===== config.mk =====
export PLATFORM = sky130hd
export DESIGN_NAME = hazard_control_unit
export DESIGN_NICKNAME = d
export VERILOG_FILES = /design/src/rtl/hazard_pkg.sv /design/src/rtl/sat_counter.sv /design/src/rtl/hazard_control_unit.sv
export SDC_FILE = /design/constraint.sdc
export NUM_CORES = 1
export LEC_CHECK = 0
export ABC_CLOCK_PERIOD_IN_PS = 6700
export BUFFER_PORTS_ARGS = -buffer_cell sky130_fd_sc_hd__clkbuf_2
export CORE_MARGIN = 2
export CORE_UTILIZATION = 55
export CTS_BUF_LIST = sky130_fd_sc_hd__clkbuf_16
export CTS_CLUSTER_DIAMETER = 60
export DETAILED_ROUTE_END_ITERATION = 7
export PLACE_DENSITY = 0.81
export SLEW_MARGIN = 20
export SYNTH_ARGS = -nofsm -noshare
export SYNTH_HDL_FRONTEND = slang
export SYNTH_HIERARCHICAL = 1
export SYNTH_SLANG_ARGS = --single-unit

===== constraint.sdc =====
create_clock -name clk -period 6.7 [get_ports clk]
set_input_delay 2.01 -clock clk [delete_from_list [all_inputs] [get_ports clk]]
set_output_delay 2.01 -clock clk [all_outputs]
set_load 0.02 [all_outputs]

===== src/rtl/hazard_pkg.sv =====
// Shared definitions for the pipeline hazard sequencer: FSM states and the
// bundled enable/flush control word it drives into the pipeline registers.
package hazard_pkg;

    typedef enum logic [1:0] {
        RUN      = 2'd0,
        MEM_WAIT = 2'd1,
        HALT     = 2'd2
    } hcu_state_e;

    // A flushed pipeline register loads ADDI x0,x0,0 with every control field cleared.
    localparam logic [31:0] NOP_INSTR = 32'h0000_0013;

    typedef struct packed {
        logic pc_write;
        logic ifid_write;
        logic idex_write;
        logic exmem_write;
        logic ifid_flush;
        logic idex_flush;
        logic memwb_flush;
    } hcu_ctrl_t;

    localparam hcu_ctrl_t CTRL_OFF     = 7'b0000_000;
    localparam hcu_ctrl_t CTRL_DEFAULT = 7'b1111_000;
    localparam hcu_ctrl_t CTRL_FREEZE  = 7'b0000_001;
    localparam hcu_ctrl_t CTRL_BRANCH  = 7'b1111_110;
    localparam hcu_ctrl_t CTRL_LU      = 7'b0011_010;

    function automatic logic load_use_hazard(
        input logic       idex_memread,
        input logic [4:0] idex_rd,
        input logic [4:0] rs1,
        input logic [4:0] rs2,
        input logic       uses_rs1,
        input logic       uses_rs2
    );
        return idex_memread && (idex_rd != 5'd0) &&
               (((idex_rd == rs1) && uses_rs1) || ((idex_rd == rs2) && uses_rs2));
    endfunction

endpackage


===== src/rtl/sat_counter.sv =====
// Event counter that sticks at its maximum value instead of wrapping.
module sat_counter #(
    parameter int W = 16
) (
    input  logic         clk,
    input  logic         rst_n,
    input  logic         inc,
    output logic [W-1:0] count
);

    always_ff @(posedge clk or negedge rst_n) begin
        if (!rst_n) begin
            count <= '0;
        end else if (inc && (count != {W{1'b1}})) begin
            count <= count + W'(1);
        end
    end

endmodule


===== src/rtl/hazard_control_unit.sv =====
// ID-stage hazard sequencer: load-use stalls, taken-branch flushes, and
// data-memory wait freezes with a timeout that halts the pipeline.
module hazard_control_unit
    import hazard_pkg::*;
#(
    parameter int TIMEOUT = 255,
    parameter int CNT_W   = 16
) (
    input  logic             clk,
    input  logic             rst_n,
    input  logic [4:0]       IFID_rs1,
    input  logic [4:0]       IFID_rs2,
    input  logic             IFID_uses_rs1,
    input  logic             IFID_uses_rs2,
    input  logic [4:0]       IDEX_rd,
    input  logic             IDEX_MemRead,
    input  logic             EX_branch_taken,
    input  logic             dmem_req,
    input  logic             dmem_ready,
    output logic             PC_write,
    output logic             IFID_write,
    output logic             IDEX_write,
    output logic             EXMEM_write,
    output logic             IFID_flush,
    output logic             IDEX_flush,
    output logic             MEMWB_flush,
    output logic [1:0]       state,
    output logic             mem_timeout,
    output logic [CNT_W-1:0] lu_stall_cnt,
    output logic [CNT_W-1:0] flush_cnt,
    output logic [CNT_W-1:0] mem_wait_cnt
);

    localparam int WAIT_W = $clog2(TIMEOUT + 1);

    hcu_state_e        state_reg;
    logic [WAIT_W-1:0] wait_cnt_reg;
    logic              mem_timeout_reg;

    logic      lu;
    logic      ms;
    logic      wait_expired;
    hcu_ctrl_t ctrl;
    logic      lu_inc;
    logic      flush_inc;
    logic      wait_inc;

    assign lu = load_use_hazard(IDEX_MemRead, IDEX_rd, IFID_rs1, IFID_rs2,
                                IFID_uses_rs1, IFID_uses_rs2);
    assign ms = dmem_req && !dmem_ready;
    // The current waiting cycle is the TIMEOUT-th one when TIMEOUT-1 have already been counted.
    assign wait_expired = (wait_cnt_reg == WAIT_W'(TIMEOUT - 1));

    always_comb begin
        ctrl      = CTRL_DEFAULT;
        lu_inc    = 1'b0;
        flush_inc = 1'b0;
        wait_inc  = 1'b0;
        case (state_reg)
            RUN: begin
                if (ms) begin
                    ctrl = CTRL_FREEZE;
                end else if (EX_branch_taken) begin
                    ctrl      = CTRL_BRANCH;
                    flush_inc = 1'b1;
                end else if (lu) begin
                    ctrl   = CTRL_LU;
                    lu_inc = 1'b1;
                end
            end
            MEM_WAIT: begin
                if (!dmem_ready) begin
                    ctrl     = CTRL_FREEZE;
                    wait_inc = 1'b1;
                end
            end
            HALT:    ctrl = CTRL_FREEZE;
            default: ctrl = CTRL_DEFAULT;
        endcase
        // Hold the whole pipeline still while reset is asserted.
        if (!rst_n) begin
            ctrl      = CTRL_OFF;
            lu_inc    = 1'b0;
            flush_inc = 1'b0;
            wait_inc  = 1'b0;
        end
    end

    always_ff @(posedge clk or negedge rst_n) begin
        if (!rst_n) begin
            state_reg       <= RUN;
            wait_cnt_reg    <= '0;
            mem_timeout_reg <= 1'b0;
        end else begin
            case (state_reg)
                RUN: begin
                    if (ms) begin
                        state_reg    <= MEM_WAIT;
                        wait_cnt_reg <= '0;
                    end
                end
                MEM_WAIT: begin
                    if (dmem_ready) begin
                        state_reg    <= RUN;
                        wait_cnt_reg <= '0;
                    end else if (wait_expired) begin
                        state_reg       <= HALT;
                        mem_timeout_reg <= 1'b1;
                    end else begin
                        wait_cnt_reg <= wait_cnt_reg + WAIT_W'(1);
                    end
                end
                HALT: state_reg <= HALT;
                default: begin
                    state_reg    <= RUN;
                    wait_cnt_reg <= '0;
                end
            endcase
        end
    end

    sat_counter #(.W(CNT_W)) u_lu_cnt (
        .clk   (clk),
        .rst_n (rst_n),
        .inc   (lu_inc),
        .count (lu_stall_cnt)
    );

    sat_counter #(.W(CNT_W)) u_flush_cnt (
        .clk   (clk),
        .rst_n (rst_n),
        .inc   (flush_inc),
        .count (flush_cnt)
    );

    sat_counter #(.W(CNT_W)) u_wait_cnt (
        .clk   (clk),
        .rst_n (rst_n),
        .inc   (wait_inc),
        .count (mem_wait_cnt)
    );

    assign PC_write    = ctrl.pc_write;
    assign IFID_write  = ctrl.ifid_write;
    assign IDEX_write  = ctrl.idex_write;
    assign EXMEM_write = ctrl.exmem_write;
    assign IFID_flush  = ctrl.ifid_flush;
    assign IDEX_flush  = ctrl.idex_flush;
    assign MEMWB_flush = ctrl.memwb_flush;
    assign state       = state_reg;
    assign mem_timeout = mem_timeout_reg;

endmodule


==> summary.txt <==
Setup path
  – Worst R2R Start: state[0]
  – Reg2reg setup slack: 4410 ps
  – WS Path Type: in -> out
  – Worst r2r path cells: 6
  – Crit path max fanout: 3
  – Startpoint types: primary input
  – Worst path arrival time: 3320 ps
  – Worst setup EP type: primary output
  – WP data required: 4690 ps
  – R2R Path End: u_wait_cnt/count[5]

Layout
  – ANT cells: 0
  – Register Area: 1480 µm²
  – Biggest regs: u_flush_cnt/count (16), u_lu_cnt/count (16), u_wait_cnt/count (16)
  – Layout area overhead: 21.7%
  – Share of cells above drive strength 1: 33.1%
  – Layout fillers: 450
  – Net count, final: approximately 430
  – Multi-input gate area: 1920 µm²

Timing
  – F_max: 0.188 GHz
  – Final hold vios: 0
  – Slew Limit Headroom: 50.7%
  – Tcrit/Tclk final: 79.6%
  – Setup violators final: 0
  – Final worst slack: between 1000 and 1500 ps
  – Max Slew Vio Count: 0
  – Min Tclk post-route: 5330 ps
  – Measured slew at the worst slew-check pin: 740 ps
  – Post-route setup TNS: 0 ps
  – RSZ-0062 raised after global routing: false
  – Worst clock skew: roughly 6.6 ps

CTS
  – Max Root-Sink Buffers: 2
  – Post-CTS resize count: 0
  – CTS Sinks: 59
  – Hold_buf cts: 0
  – Number of CTS-inserted buffers: 9
  – Root Buffer: clkbuf_16
  – CTS H-tree lvls: 3
  – Clock Latency Late Sink: 320 ps
  – Postcts setup bufs: 0
  – CTS tree: yes
  – Clk slew on worst S/H paths: approximately 50 ps

Global route
  – Vias in the first global route: 2829
  – Aggregate global routing overflow: 0
  – Largest net degree at the start of global routing: 62
  – Initial antenna violation count: 0
  – First-pass GRT wire length: 13200 µm
  – Global Route Usage Sum: 23.1%

Routing
  – Initial DRC Count: about 220
  – WL/cell: 16.2 µm
  – Met1 WL: about 3500 µm
  – Via-to-Cell Ratio: 6.13
  – Max Used Layer: met4
  – Total wire length: slightly below 8000 µm
  – Antenna Nets Post-Route: 0
  – Wire length on met2: approximately 3800 µm
  – Via count of the routed design: 2942
  – Residual DRC: 0
  – DR WL met3: roughly 400 µm
  – Total iterations of the first detailed-routing run: 5

Floorplan
  – Die extent in x: 83.2 µm
  – Core Rows: 28
  – Initial Util: 57.5%
  – Core area: 5990 µm²
  – Die area: 6920 µm²
  – Top Ports: 81
  – Die Y: 83.2 µm

Logic synthesis
  – Post-synthesis sequential area ratio: 42.8%
  – EDFF count, synth: 0
  – Top cell type's share of synthesized area: 42.8%
  – Synth top area cells: dfrtp_1 (43%), nand4_1 (4.4%), xnor2_1 (4.3%)
  – Mean post-synth cell area: approximately 11 µm²
  – Post-synthesis cell count: 312
  – Asr flop ratio synth: 100%
  – Ys flop type: dfrtp_1
  – Syn nets: 340
  – Yosys warnings: 6
  – Number of synthesized register bits: 59
  – Synth area leader: dfrtp_1
  – Synth unique cells: 50
  – Mapped Area: about 3400 µm²

Placement
  – Detail Placement HPWL: 5560 µm
  – GP Congestion: about 0.79
  – Port bufs: 80
  – Dpl ws: between 1000 and 1500 ps

Hold path
  – WHS Path Cells: 1
  – Hold Path Origin: mem_timeout
  – Class of the worst hold path: reg -> reg
  – Hold Path End: mem_timeout

Power and ir drop
  – Max IR drop VDD: 0.178 mV
  – PD cells: 243 nW/µm²
  – Leak: about 2.0 nW

Run
  – Total of max-cap violations: 0

Run status
  – Status: completed
-- metrics by stage --
| step | hold WS (ps) | cells | util (%) | power [mW] | instance area, µm² |
|---|---|---|---|---|---|
| floorplan | 487 | 312 | - | 0.523 | 3450 |
| global placement | 457 | 464 | 65.3 | 0.581 | 3910 |
| detailed placement | 467 | 464 | 65.3 | 0.589 | 3910 |
| CTS | 478 | 480 | 70.1 | 1.03 | 4200 |
| global route | 485 | 480 | 70.1 | 1.07 | 4200 |
| finish | 475 | 480 | 70.1 | 1.02 | 4200 |
-- cell usage after synthesis, drive strengths merged, types with 5 or more instances --
library cell,n
and3,7
buf,5
o31ai,7
a31oi,13
nand2,17
o21ai,12
nor2,14
and4,10
ha,5
nand3,22
nand4,31
dfrtp,59
nor4,10
a21oi,13
xnor2,17
o21a,16
xor2,14
-- placed cells by master, fill, tap and decap left out, drive strengths merged, types with 5 or more instances in the layout --
cell / count
ha: 5
and3: 7
xnor2: 17
clkbuf: 89
nand3: 22
and4: 10
nand2: 17
nor2: 14
o21ai: 12
a31oi: 13
xor2: 14
dfrtp: 59
nor4: 10
nand4: 31
a21oi: 13
o21a: 16
o31ai: 7
-- worst max-delay path: stages --
cell      delay (ps)
clkbuf_2         120
or4_1            530
o21ai_0          280
or2_2            170
o21bai_1          50
clkbuf_2         160
-- power by group --
group | switching (mW) | internal, mW | leakage (nW)
sequential | 0.0476 | 0.384 | 0.809
combinational | 0.0958 | 0.0566 | 1.08
clock | 0.153 | 0.282 | 0.144
total | 0.297 | 0.723 | 2.03
-- per-layer routing --
metal,global-route usage (%),vias up
li1,-,1417
met1,30.1,1419
met2,37.9,92
met3,4.67,14
met4,8.94,0
met5,0,-
-- how the worst max path moves through the flow --
stage	startpoint	to	slack, ps	cells after the start
2_1_floorplan	dmem_ready	PC_write	1440	4
3_3_place_gp	IDEX_rd[1]	IDEX_flush	1410	6
3_5_place_dp	IDEX_rd[1]	IDEX_flush	1360	6
4_1_cts	IDEX_rd[1]	IDEX_flush	1360	6
5_1_grt	IDEX_rd[1]	IDEX_flush	1250	6
6_report	IDEX_rd[1]	IDEX_flush	1370	6
-- final cells by class --
| class | count | area share (%) |
|---|---|---|
| multi-input cells | 246 | 45.7 |
| repair buffers | 82 | 9.90 |
| well taps | 75 | 2.24 |
| inverters | 2 | 0.179 |
| flip-flops and latches | 59 | 35.2 |
| clock buffers | 9 | 5.37 |
| clock inverters | 7 | 1.43 |
-- logic make-up after synthesis --
kind of cell	Yosys count	share of synthesized area, %
adders and majority gates	5	1.81
DFF	59	42.8
and+or+nand+nor	129	28.7
muxes	3	0.980
buffers and inverters	7	1.52
AOI/OAI and AO/OA	78	16.3
xor gates and xnor gates	31	7.88
Power figures use the tool's default switching activity.
